`src/rtl/mem_port_arbiter.sv`:
```
// Shares one variable-latency memory port between instruction fetch and data access.
// Data wins by default; a bounded data streak keeps a pending fetch from starving.
module mem_port_arbiter #(
    parameter int MAX_DM_STREAK = 4
) (
    input  logic        i_clk,
    input  logic        i_rst_n,
    input  logic        i_if_req,
    input  logic [31:0] i_if_addr,
    output logic        o_if_ready,
    output logic        o_if_valid,
    output logic [31:0] o_if_rdata,
    input  logic        i_dm_req,
    input  logic [31:0] i_dm_addr,
    input  logic        i_dm_ren,
    input  logic        i_dm_wen,
    input  logic [31:0] i_dm_wdata,
    input  logic [3:0]  i_dm_mask,
    output logic        o_dm_ready,
    output logic        o_dm_valid,
    output logic [31:0] o_dm_rdata,
    output logic        o_mem_req,
    output logic [31:0] o_mem_addr,
    output logic        o_mem_ren,
    output logic        o_mem_wen,
    output logic [31:0] o_mem_wdata,
    output logic [3:0]  o_mem_mask,
    input  logic        i_mem_ready,
    input  logic        i_mem_valid,
    input  logic [31:0] i_mem_rdata
);

    localparam int SW = $clog2(MAX_DM_STREAK + 1);
    localparam logic [SW-1:0] STREAK_MAX = SW'(MAX_DM_STREAK);

    typedef enum logic [1:0] {
        IDLE,
        ISSUE,
        RESP
    } state_t;

    state_t        state_q;
    state_t        state_d;
    logic          own_dm_q;
    logic          own_dm_d;
    logic [SW-1:0] streak_q;
    logic [SW-1:0] streak_d;
    logic          any_req;
    logic          dm_win;
    logic          grant;
    logic          sel_dm;

    assign any_req = i_if_req | i_dm_req;
    assign dm_win  = i_dm_req & (~i_if_req | (streak_q < STREAK_MAX));

    always_ff @(posedge i_clk) begin
        if (!i_rst_n) begin
            state_q  <= IDLE;
            own_dm_q <= 1'b0;
            streak_q <= '0;
        end else begin
            state_q  <= state_d;
            own_dm_q <= own_dm_d;
            streak_q <= streak_d;
        end
    end

    always_comb begin
        state_d  = state_q;
        own_dm_d = own_dm_q;
        unique case (state_q)
            IDLE: begin
                if (any_req) begin
                    own_dm_d = dm_win;
                    state_d  = i_mem_ready ? RESP : ISSUE;
                end
            end
            ISSUE: begin
                if (i_mem_ready) begin
                    state_d = RESP;
                end
            end
            RESP: begin
                if (i_mem_valid) begin
                    state_d = IDLE;
                end
            end
            default: state_d = IDLE;
        endcase
    end

    // In IDLE the winner is chosen live; afterwards the locked owner drives.
    assign grant  = ((state_q == IDLE) & any_req) | (state_q == ISSUE);
    assign sel_dm = (state_q == IDLE) ? dm_win : own_dm_q;

    always_comb begin
        o_mem_req   = 1'b0;
        o_mem_addr  = '0;
        o_mem_ren   = 1'b0;
        o_mem_wen   = 1'b0;
        o_mem_wdata = '0;
        o_mem_mask  = '0;
        o_if_ready  = 1'b0;
        o_dm_ready  = 1'b0;
        o_if_valid  = 1'b0;
        o_if_rdata  = '0;
        o_dm_valid  = 1'b0;
        o_dm_rdata  = '0;
        if (grant) begin
            o_mem_req = 1'b1;
            if (sel_dm) begin
                o_mem_addr  = i_dm_addr;
                o_mem_ren   = i_dm_ren & ~i_dm_wen;
                o_mem_wen   = i_dm_wen;
                o_mem_wdata = i_dm_wdata;
                o_mem_mask  = i_dm_mask;
            end else begin
                o_mem_addr  = i_if_addr;
                o_mem_ren   = 1'b1;
                o_mem_mask  = 4'hF;
            end
            o_if_ready = i_mem_ready & ~sel_dm;
            o_dm_ready = i_mem_ready & sel_dm;
        end
        if ((state_q == RESP) && i_mem_valid) begin
            if (own_dm_q) begin
                o_dm_valid = 1'b1;
                o_dm_rdata = i_mem_rdata;
            end else begin
                o_if_valid = 1'b1;
                o_if_rdata = i_mem_rdata;
            end
        end
    end

    // Streak only matters while a fetch is actually waiting.
    always_comb begin
        streak_d = streak_q;
        if (!i_if_req || o_if_ready) begin
            streak_d = '0;
        end else if (o_dm_ready && (streak_q < STREAK_MAX)) begin
            streak_d = streak_q + SW'(1);
        end
    end

endmodule

```
`config.mk`:
```
export PLATFORM = sky130hd
export DESIGN_NAME = mem_port_arbiter
export DESIGN_NICKNAME = d
export VERILOG_FILES = /design/src/rtl/mem_port_arbiter.sv
export SDC_FILE = /design/constraint.sdc
export NUM_CORES = 1
export LEC_CHECK = 0
export ABC_AREA = 1
export BUFFER_PORTS_ARGS = -buffer_cell sky130_fd_sc_hd__clkbuf_2
export CORE_AREA = 2 2 110 112
export DETAILED_ROUTE_END_ITERATION = 8
export DIE_AREA = 0 0 112 114
export HOLD_SLACK_MARGIN = 0.08
export RECOVER_POWER = 100
export SKIP_LAST_GASP = 1
export SLEW_MARGIN = 20
export SYNTH_ARGS = -nofsm -noshare
export SYNTH_HDL_FRONTEND = slang
export SYNTH_SLANG_ARGS = --single-unit
```
`constraint.sdc`:
```
create_clock -name i_clk -period 1.7 [get_ports i_clk]
set_input_delay 0.34 -clock i_clk [delete_from_list [all_inputs] [get_ports i_clk]]
set_output_delay 0.34 -clock i_clk [all_outputs]
set_load 0.03 [all_outputs]
```
Word level (Yosys, flattened, before mapping)
Index checks and enable logic that the tools add are counted.
- bits in registers: 6
- bits in latches: 0
- RAM bits: 0
- ROM bits: 0
- input port bits: 140
- output and inout bits: 139
- logic and storage cells: 57
- memories: 0
- add/sub/neg operators: 1
- multiply operators: 0
- div/mod/pow operators: 0
- magnitude comparators: 1
- equal/unequal tests: 5
- shift-type cells: 0
- mux-type cells: 27
- bitwise logic cells: 12
- reduce and logical (&&, ||, !) cells: 8
- operators by type and width (cell ; count):
    32-bit two-way mux ; 8
    1-bit two-way mux ; 12
    2-bit two-way mux ; 4
    4-bit two-way mux ; 2
    2-bit inequality test, second input constant ; 3
    2-bit one-hot mux with 3 select lines ; 1
    1-bit bitwise AND ; 5
    1-bit inverter ; 4
    3-bit by 1-bit adder with 3-bit output, second input constant ; 1
    3-bit less-than comparator, second input constant ; 1
    1-bit bitwise OR ; 3
    3-bit AND reduction ; 1
    2-bit by 1-bit equality test with 1-bit output, second input constant ; 1
    2-bit equality test, second input constant ; 1
    1-bit logical AND ; 2
    2-bit zero test ; 1
    2-bit AND reduction ; 1
    2-bit OR reduction ; 1
    1-bit zero test ; 1
    1-bit logical OR ; 1

Longest topological paths before layout
Gate-level depths: netlist of run 1.
- depth in word-level cells: 9
- gate-level depth with buffers: 8
- gate-level depth less buffers: 8

Worst setup path after synthesis of run 1
Ideal clock, no wire load.
- path kind: register to output
- start point: reg state_q[0]
- end point: out o_dm_rdata[10]
- arrival: 1.550 ns
- data required time: 1.360 ns
- setup slack: -0.190 ns
- stages on the path, launching flop included: 8
- path buffers: 1
- path through: dfxtp_1 > inv_2 > and3_1 > inv_1 > nor2_2 > inv_2 > buf_6 > nor2_1
- longest elaborated chain between the ends: 3
- ends and longest elaborated chain (element ; line ; text):
    from (decl) ; 42 ; state_t state_q;
    from (signal assigned) ; 62 ; state_q <= state_d;
    2-bit equality test ; 125 ; if ((state_q == RESP) && i_mem_valid) begin
    1-bit logical AND ; 125 ;
    32-bit two-way mux ; 125 ;
    to (decl) ; 21 ; output logic [31:0] o_dm_rdata,
Every way passes these cells.

Final worst setup path of run 1
- start point: reg state_q[0]
- end point: out o_mem_addr[10]
- longest elaborated chain between the ends: 4
- elaborated cells between the ends (all ways): 7
- those cells by class: eq/ne (1); mux (3); bitwise (2); reduce/logical (1)
- ends and longest elaborated chain (element ; line ; text):
    2-bit zero test ; 93, 94 ;
    1-bit two-way mux / 1-bit bitwise AND (equally long branches) ; 94, 93 ;
    32-bit two-way mux / 1-bit bitwise OR (equally long branches) ; 111, 93 ;
    32-bit two-way mux (*) ; 109 ; if (grant) begin
    to (decl) ; 23 ; output logic [31:0] o_mem_addr,
Mark *: on every way between the ends. The rest lies on a longest branch, timed or not.

==> impl_metrics.yaml, run 1 <==
routing:
  wl_mm: 10.8
  postRouteAntennaNets: 0
  drcViolationCount: 0
  highest_layer: "met4"
  drt_pass1_iterations: 4
  drtIter0Drc: 87
  wl_per_cell_um: 13.1
  wl_met1_mm: 3.83
  wl_met2_mm: 5.97
  via_per_inst: 4.15
  route.met3.wl_um: 746
  num_vias: 3415
timing:
  min_period_ps: 1910
  max_freq_ghz: 0.523
  finalCritPeriodShare_pct: 112
  relSlewSlack_pct: 84.6
  hold_viol: 0
  rsz0062_at_grt: "yes"
  setup-tns-final_ps: -15880
  fin_hold_ws_ps: 314
  setup_violations: 134
  setup_slack_ps: -212
  report.final.slew_viol_count: 0
  tightest_slew_ps: 229
  fin_skew_ps: 2.20
synth:
  ys_seq_elements: 6
  synth_top_area_share_pct: 27.5
  ys_seq_area_share_pct: 6.42
  yosysTopAreaCell: "nor2_1"
  synth_fp_nets: 494
  avgSynthCellArea_um2: 5.30
  synthTopCellsByArea: "nor2_1, o21ai_2, nor2_2"
  synthCells: 353
  ys_types: 24
  ys_warn_count: 0
  netlist_area_um2: 1870
clock_tree:
  cts_buffer_depth: 2
  cts_made_buffers: 3
  cts_sinks: 6
  hold_buffers: 0
  cts.reportedPaths.clkPinSlew_ps: 30
  cts-htree-levels: 1
  cts_tree: "done"
  clk_latency_ps: 230
  root_buffer: "clkbuf_16"
run:
  drv_cap: 0
cells_and_area:
  fill_cells: 1120
  final_cell_mix: "clkbuf_2, nor2_2, clkbuf_8"
  drive_above_1_share_pct: 79.4
  seqCellArea_um2: 129
  stdcell_count: 823
  num-nets-final: 818
  post-route-cell-area_um2: 5520
  layout_commonest_cell: "clkbuf_2"
  multi_input_area_um2: 1750
  area_delta_synth_final_pct: 195
power:
  power.density_nw_per_um2: 528
  p_leak_nw: 2.87
  switching_share_pct: 47.2
  pwr-share-comb_pct: 81.2
  p_int_mw: 1.54
  clkPwrFrac_pct: 13.2
  peakVddDrop_uv: 489
  pwr-share-seq_pct: 5.5
  p_sw_mw: 1.38
setup_path:
  cp_cell_sequence: "inv_4, nand2_2, nand2_2, inv_2, buf_12, buf_12, buf_16, o21ai_2, nor2_2, clkbuf_8"
  reg2reg_from: "state_q[0]"
  path_max_fanout: 8
  startpoint: "state_q[0]"
  cpLargestDelayFamily: "buffers and inverters"
  slowest_delay_ps: 360
  critPathArrivalTime_ps: 1570
  crit_path_end_kind: "primary output"
  cp.required_ps: 1360
  path_buf_inv: 6
  startpoint_type: "flip-flop"
  reg2reg_depth: 12
  cp_slowest_cell: "dfxtp_4"
  path_class: "reg2out"
  reg2reg_slack_ps: 50
  r2r_end: "streak_q[2]"
hold_path:
  worst_hold_path.endpoint: "state_q[0]"
  worstHoldPathType: "in2reg"
  hp-start: "i_mem_ready"
  min_path_cells: 2
grt:
  grt_pass1_vias: 3229
  grt_util_all_layers_pct: 14.3
  antenna_found_initial: 1
  grt_pass1_wl_mm: 15.1
  grt_max_degree: 22
  gr-total-overflow: 0
placement:
  gp_congestion: 0.764
  dp_hpwl_mm: 6.84
  io_buffers: 278
  dp_cells: 792
  place_area_um2: 3720
die:
  rows: 40
  initial_core_util_pct: 16.0
  die_x_um: 112
  die-area_um2: 12800
  die_h_um: 114
  num_io_pins: 279
  core-area_um2: 11700
status:
  violations: "negative setup slack"
  status: "complete, but fails checks"
## worst register-to-register path: stages, from the launching register on
cell and delay (ps):
dfxtp_4 350, inv_4 60, nand2_2 60, buf_4 140, buf_4 120, buf_4 120, buf_4 120, buf_4 120
nand3_2 70, nor2_4 50, buf_4 140, a21oi_1 130, nor2_1 60
## cell type report
type,instances,area share [%]
inverter,52,3.76
tap,147,3.33
clock buffer,3,1.36
multi-input combinational,272,31.7
timing repair buffer,342,57.5
antenna,1,0.0454
sequential,6,2.34
## state kept, by name (all words and copies together) (netlist names)
| name | count |
|---|---|
| own_dm_q | 1 |
| state_q | 2 |
| streak_q | 3 |
## metrics by stage
stage / power [mW] / util, % / setup WS [ps]
floorplan: 1.29 / - / -68.5
global placement: 1.81 / 31.8 / -66.8
detailed placement: 1.81 / 31.8 / -83.4
CTS: 2.66 / 43.5 / -207
global route: 3.07 / 47.1 / -300
finish: 2.92 / 47.1 / -212
## power by group through the flow
stage | sequential (mW) | combinational, mW | clock, mW
floorplan | 0.157 | 1.14 | 0
CTS | 0.160 | 2.11 | 0.391
detailed placement | 0.159 | 1.65 | 0
global route | 0.162 | 2.51 | 0.398
finish | 0.161 | 2.37 | 0.386
global placement | 0.159 | 1.65 | 0
## what timing repair did
action	4_1_cts	5_1_grt
gates resized for setup	277	133
cloned	5	4
setup endpoints to repair	136	136
buffers inserted	13	7
pin swaps	12	20
endpoints found under the hold margin	0	0
## logic make-up (layout without fill, tap and decap cells)
group / after synthesis / after routing / share of synthesized area [%]
DFF: 6 / 6 / 6.42
other: 0 / 1 / 0
adders and majority gates: 1 / 1 / 0.669
and+or+nand+nor: 228 / 229 / 51.8
buffers and inverters: 76 / 397 / 23.1
AOI/OAI and AO/OA: 42 / 42 / 18.0
## layer usage
metal  vias to the layer above  track usage [%]
li1                       1694                -
met1                      1521             14.9
met2                       181             29.3
met3                        19             2.07
met4                         0             4.47
met5                         -                0
## worst max-delay path by stage
stage / cells past startpoint / to
after global placement: 9 / o_mem_addr[18]
final: 10 / o_mem_addr[10]
after detailed placement: 10 / o_mem_addr[8]
after floorplan: 7 / o_dm_rdata[10]
after global routing: 10 / o_mem_addr[19]
after CTS: 7 / o_mem_addr[31]
## cell usage after synthesis, drive strengths merged
library cell  number
nor2             171
ha                 1
o21ai             37
nor4               1
dfxtp              6
buf               24
inv               52
nand2             49
a21oi              4
nand3              5
nor3               1
o21a               1
and3               1
Note: power is estimated with default switching activity, not from simulation.
==> inputs of run 2 (changes only) <==
CORE_AREA = 3 3 108 110   (was 2 2 110 112)
DIE_AREA = 0 0 111 113   (was 0 0 112 114)
TNS_END_PERCENT = 1   (was default)
==> run 2 against run 1 <==
Effect of this change:
- the run still ends with negative setup slack left
- sequential power is essentially flat
- sequential cell count is the same
- first-iteration DRC count shrank 22%
- critical path type unchanged
- largest power group unchanged
- highest routed layer unchanged
==> impl_metrics.yaml, run 2 (synthesized netlist as in run 1, its figures left out) <==
status:
  status: "complete, but fails checks"
  violations: "negative setup slack"
setup_path:
  critPathArrivalTime_ps: 1540
  cp_slowest_cell: "dfxtp_4"
  reg2reg_slack_ps: 190
  reg2reg_from: "state_q[1]"
  path_max_fanout: 27
  cp_cell_sequence: "inv_4, and3_1, inv_1, nor2_2, inv_2, buf_12, nor2_2, clkbuf_2"
  path_class: "reg2out"
  startpoint_type: "flip-flop"
  crit_path_end_kind: "primary output"
  slowest_delay_ps: 350
  cp.required_ps: 1360
  cpMostUsedCell: "nor2_2"
  r2r_end: "streak_q[1]"
  reg2reg_depth: 11
clock_tree:
  cts_made_buffers: 3
  cts_tree: "done"
  root_buffer: "clkbuf_8"
  cts.reportedPaths.clkPinSlew_ps: 30
  hold_buffers: 0
  cts_buffer_depth: 2
  clk_latency_ps: 220
  cts-htree-levels: 1
  cts_sinks: 6
cells_and_area:
  largest_register_ffs: 3
  num-nets-final: 799
  n_antenna_cell: 0
  layout_commonest_cell: "clkbuf_2"
  fin_util_pct: 40.0
  final_cell_mix: "clkbuf_2, nor2_2, nor2_1"
  top_regs: "streak_q (3), state_q (2), own_dm_q (1)"
  top_register: "streak_q"
  fill_cells: 1122
  area_delta_synth_final_pct: 131
  drive_above_1_share_pct: 73.8
  stdcell_count: 796
  post-route-cell-area_um2: 4320
routing:
  drcViolationCount: 0
  drtIter0Drc: 68
  via_per_inst: 3.95
  num_vias: 3146
  wl_mm: 9.33
  postRouteAntennaNets: 0
  drt_pass1_iterations: 4
  wl_per_cell_um: 11.7
placement:
  dp_cells: 778
  gp_congestion: 0.807
  place_area_um2: 3660
  pre_cts_slack_ps: -71.7
  io_buffers: 278
  dp_hpwl_mm: 6.98
grt:
  grt_util_all_layers_pct: 13.7
  gr-total-overflow: 0
  grt_pass1_vias: 3047
  grt_pass1_wl_mm: 14.4
  grt_max_degree: 34
  antenna_found_initial: 0
timing:
  setup_violations: 137
  max_freq_ghz: 0.533
  tightest_slew_ps: 242
  setup_slack_ps: -177
  relSlewSlack_pct: 83.7
  report.final.slew_viol_count: 0
  rsz0062_at_grt: "yes"
  fin_skew_ps: 2.12
  finalCritPeriodShare_pct: 110
  hold_viol: 0
  min_period_ps: 1880
power:
  p_leak_nw: 2.50
  power.density_nw_per_um2: 548
  peakVddDrop_uv: 365
die:
  core-area_um2: 10800
  num_io_pins: 279
  rows: 38
  die_h_um: 113
  die_x_um: 111
  initial_core_util_pct: 17.3
  die-area_um2: 12500
hold_path:
  worstHoldPathType: "in2reg"
  hp-start: "i_mem_ready"
  min_path_cells: 2
  worst_hold_path.endpoint: "state_q[0]"
run:
  drv_cap: 0
run 2: changes by cell type in the layout (fill, tap and decap cells not counted), moves of 7 or more:
| cell | change |
|---|---|
| buf_4 | -10 |
| clkbuf_2 | +76 |
| nand2_1 | +10 |
| nor2_1 | +18 |
| o21ai_2 | -7 |
| buf_8 | -10 |
| buf_6 | -22 |
| buf_2 | +12 |
| nand2_2 | -8 |
| clkbuf_4 | +10 |
| nor2_4 | -12 |
| clkbuf_8 | -67 |
run 2: area by class of cell:
cell class              count  area [um2]  area share (%)
flip-flops and latches      6         128            2.96
repair buffers            323        2130            49.3
inverters                  52         203            4.69
multi-input cells         272        1640            38.0
clock buffers               3        41.3           0.956
well taps                 140         175            4.06
run 2: how the worst max path moves through the flow:
stage | start | end | slack (ps) | cells past startpoint
6_report | state_q[0] | o_dm_rdata[4] | -180 | 8
3_3_place_gp | i_if_req | o_mem_addr[10] | -60 | 10
3_5_place_dp | i_if_req | o_mem_addr[10] | -70 | 10
2_1_floorplan | state_q[0] | o_dm_rdata[10] | -70 | 7
5_1_grt | i_if_req | o_mem_mask[1] | -270 | 11
4_1_cts | state_q[0] | o_mem_wdata[23] | -210 | 10
run 2: per-stage QoR:
step           setup TNS [ps]  hold WS, ps  power [mW]
3_3_place_gp            -1940          474        1.80
2_1_floorplan           -4480          419        1.29
5_1_grt                -31750          325        2.54
4_1_cts                -20850          306        2.31
6_report               -17500          309        2.37
3_5_place_dp            -2090          483        1.80
run 2: metal layers:
metal	wire (um)	global-route usage [%]	vias up
met5	0	0	-
met4	108	3.12	0
met2	4930	26.6	151
met3	762	2.83	9
li1	-	-	1655
met1	3530	15.3	1331
run 2: power breakdown:
group          leakage [nW]  internal, mW  total (mW)  switching (mW)
clock network        0.0216         0.152       0.215          0.0626
registers            0.0504         0.149       0.158         0.00911
logic                  2.43         0.807        1.99            1.19
total                  2.50          1.11        2.37            1.26
run 2: worst max-delay path: cells and delay by family (launching register included):
| kind | cells | cell delay (ps) |
|---|---|---|
| buf+inv | 5 | 590 |
| flops | 1 | 350 |
| simple gates | 3 | 360 |
run 2: what timing repair did:
action / in CTS / in global routing
pin swaps: 5 / 9
gates resized for setup: 75 / 90
gates cloned: 4 / 1
buffers inserted: 10 / 4
endpoints found under the setup margin: 137 / 137
==> inputs of run 3 (changes only) <==
ABC_AREA = 0   (was 1)
CORE_AREA = 3 3 106 108   (was 3 3 108 110)
CTS_CLUSTER_DIAMETER = 30   (was default)
DIE_AREA = 0 0 109 111   (was 0 0 111 113)
==> run 3 against run 2 <==
Effect of this change:
- the flow still finishes with violations (negative setup slack)
- via count down 8.9%
- clock power is 4% lower
- combinational power is 25% lower
- sequential power is essentially flat
- design area decreased by 13%
- utilization down 3.6 points
- routed wire length fell by 1.7%
- non-clock buffer count down 18
- count of clock-buffer cells in the layout unchanged
- critical endpoint is now o_mem_addr[0]
- sequential share of layout area increased by 0.31 points
==> impl_metrics.yaml, run 3 <==
cells_and_area:
  fill_cells: 1102
  drive_above_1_share_pct: 70.1
  largest_register_ffs: 3
  final_cell_mix: "clkbuf_2, and2_1, nand2_1"
  n_antenna_cell: 0
  layout_commonest_cell: "clkbuf_2"
  top_register: "streak_q"
  seqCellArea_um2: 123
  top_regs: "streak_q (3), state_q (2), own_dm_q (1)"
  num-nets-final: 699
  area_delta_synth_final_pct: 143
  stdcell_count: 692
  multi_input_area_um2: 1750
setup_path:
  crit_path_end_kind: "primary output"
  cp_cell_sequence: "nor2_4, mux2i_4, buf_12, nand2_1, a21oi_4, clkbuf_2"
  startpoint_type: "flip-flop"
  path_class: "reg2out"
  slowest_delay_ps: 340
  path_buf_inv: 2
  critPathArrivalTime_ps: 1680
  path_max_fanout: 37
  cp.required_ps: 1360
  cp_slowest_cell: "dfxtp_2"
  cpLargestDelayFamily: "buffers and inverters"
die:
  rows: 37
  die_h_um: 111
  die_x_um: 109
  num_io_pins: 279
  core-area_um2: 10300
  initial_core_util_pct: 15.0
  die-area_um2: 12100
synth:
  ys_seq_elements: 6
  yosysTopAreaCell: "and2_1"
  synth_top_area_share_pct: 39.1
  ys_warn_count: 0
  netlist_area_um2: 1550
  ys_async_sr_fraction_pct: 0
  synth-edff-count: 0
  synthCells: 264
  yosysMostFrequentCell: "and2_1"
  avgSynthCellArea_um2: 5.87
  synthTopCellsByArea: "and2_1, nand2_1, a21oi_1"
  ys_types: 30
  ys.flop_type: "dfxtp_1"
  ys_top_cells_by_count: "and2_1, nand2_1, a21oi_1"
  ys_seq_area_share_pct: 7.75
  synth_fp_nets: 405
grt:
  gr-total-overflow: 0
  grt_util_all_layers_pct: 13.6
  grt_max_degree: 38
  grt_pass1_vias: 2934
  antenna_found_initial: 0
  grt_pass1_wl_mm: 13.5
clock_tree:
  hold_buffers: 0
  cts_buffer_depth: 2
  clk_latency_ps: 220
  root_buffer: "clkbuf_8"
  cts_made_buffers: 3
  cts-htree-levels: 1
  cts_sinks: 6
  cts.reportedPaths.clkPinSlew_ps: 30
  cts_tree: "done"
power:
  peakVddDrop_uv: 177
  pwr-share-comb_pct: 80.4
  total_power_mw: 1.86
  pwr-share-seq_pct: 8.5
  switching_share_pct: 53.9
  p_leak_nw: 2.11
  p_int_mw: 0.857
  clkPwrFrac_pct: 11.1
  power.density_nw_per_um2: 495
  p_sw_mw: 1.00
routing:
  postRouteAntennaNets: 0
  drtIter0Drc: 56
  drt_pass1_iterations: 4
  wl_mm: 9.17
  num_vias: 2867
  via_per_inst: 4.14
  wl_per_cell_um: 13.2
  drcViolationCount: 0
timing:
  fin_skew_ps: 1.52
  setup_slack_ps: -316
  finalCritPeriodShare_pct: 119
  rsz0062_at_grt: "yes"
  report.final.slew_viol_count: 0
  relSlewSlack_pct: 76.7
  setup-tns-final_ps: -33810
  min_period_ps: 2020
  setup_violations: 142
  hold_viol: 0
  tightest_slew_ps: 350
  max_freq_ghz: 0.496
placement:
  io_buffers: 278
  dp_cells: 680
  dp_hpwl_mm: 7.46
  gp_congestion: 0.756
  pre_cts_slack_ps: -277
status:
  violations: "negative setup slack"
  status: "complete, but fails checks"
hold_path:
  worstHoldPathType: "in2reg"
run:
  drv_cap: 0
[run 3: changes by cell type after synthesis, sizes merged, moves of 3 or more]
cell / before / now
o21ai: 37 / 0
nand2: 49 / 68
clkbuf: 0 / 8
mux2i: 0 / 3
buf: 24 / 11
nor2: 171 / 14
nand3: 5 / 0
a21oi: 4 / 34
and2: 0 / 97
inv: 52 / 4
[run 3: cell families after synthesis]
| logic type | share of synthesized area (%) |
|---|---|
| buffers and inverters | 7.99 |
| AND/OR/NAND/NOR | 63.7 |
| AO/OA/AOI/OAI | 15.5 |
| multiplexers | 3.71 |
| adder cells (fa/ha/maj) | 0.807 |
| flip-flops | 7.75 |
| XOR/XNOR | 0.565 |
[run 3: power groups by stage]
stage	Sequential [mW]	Combinational, mW	Clock [mW]
2_1_floorplan	0.162	0.954	0
3_3_place_gp	0.156	1.43	0
3_5_place_dp	0.156	1.46	0
4_1_cts	0.158	1.52	0.212
5_1_grt	0.159	1.60	0.226
6_report	0.158	1.50	0.207
[run 3: worst paths after layout]
path / start / to / slack [ps] / cells past startpoint
hold reg to reg: streak_q[1] / streak_q[1] / 510 / 2
setup / recovery: state_q[0] / o_mem_addr[0] / -320 / 6
hold / removal: i_rst_n / own_dm_q / 420 / 2
setup reg to reg: state_q[0] / streak_q[1] / -120 / 7
[run 3: stage by stage]
step	hold slack, ps	cell area (um2)	utilization (%)
after floorplan	465	1950	-
after global placement	481	3630	35.1
after detailed placement	505	3630	35.1
after CTS	423	3770	36.5
after global routing	426	3760	36.4
final	425	3760	36.4
[run 3: timing repair]
action / 4_1_cts / 5_1_grt
cloned: 4 / 0
setup endpoints to repair: 141 / 143
buffers inserted: 5 / 0
gates resized for setup: 7 / 2
pin swaps: 2 / 0
endpoints found under the hold margin: 0 / 0
[run 3: worst reg2reg max path, stage by stage (launching register included)]
cell and delay [ps]:
dfxtp_2 340, nor2_4 160, buf_4 160, mux2_4 380, buf_4 170, buf_4 120, o311ai_2 280, nor2_1 80
[run 3: area by class of cell]
type	instances	share of cell area [%]
multi-input combinational	238	46.5
clock buffer	3	1.10
sequential	6	3.26
timing repair buffer	305	44.3
tap	136	4.53
inverter	4	0.399
[run 3: layer usage]
layer | routed length, um | global-route usage [%] | vias up
met1 | 3610 | 15.2 | 1278
met5 | 0 | 0 | -
met2 | 4760 | 26.9 | 163
li1 | - | - | 1420
met3 | 722 | 1.34 | 6
met4 | 66 | 2.53 | 0
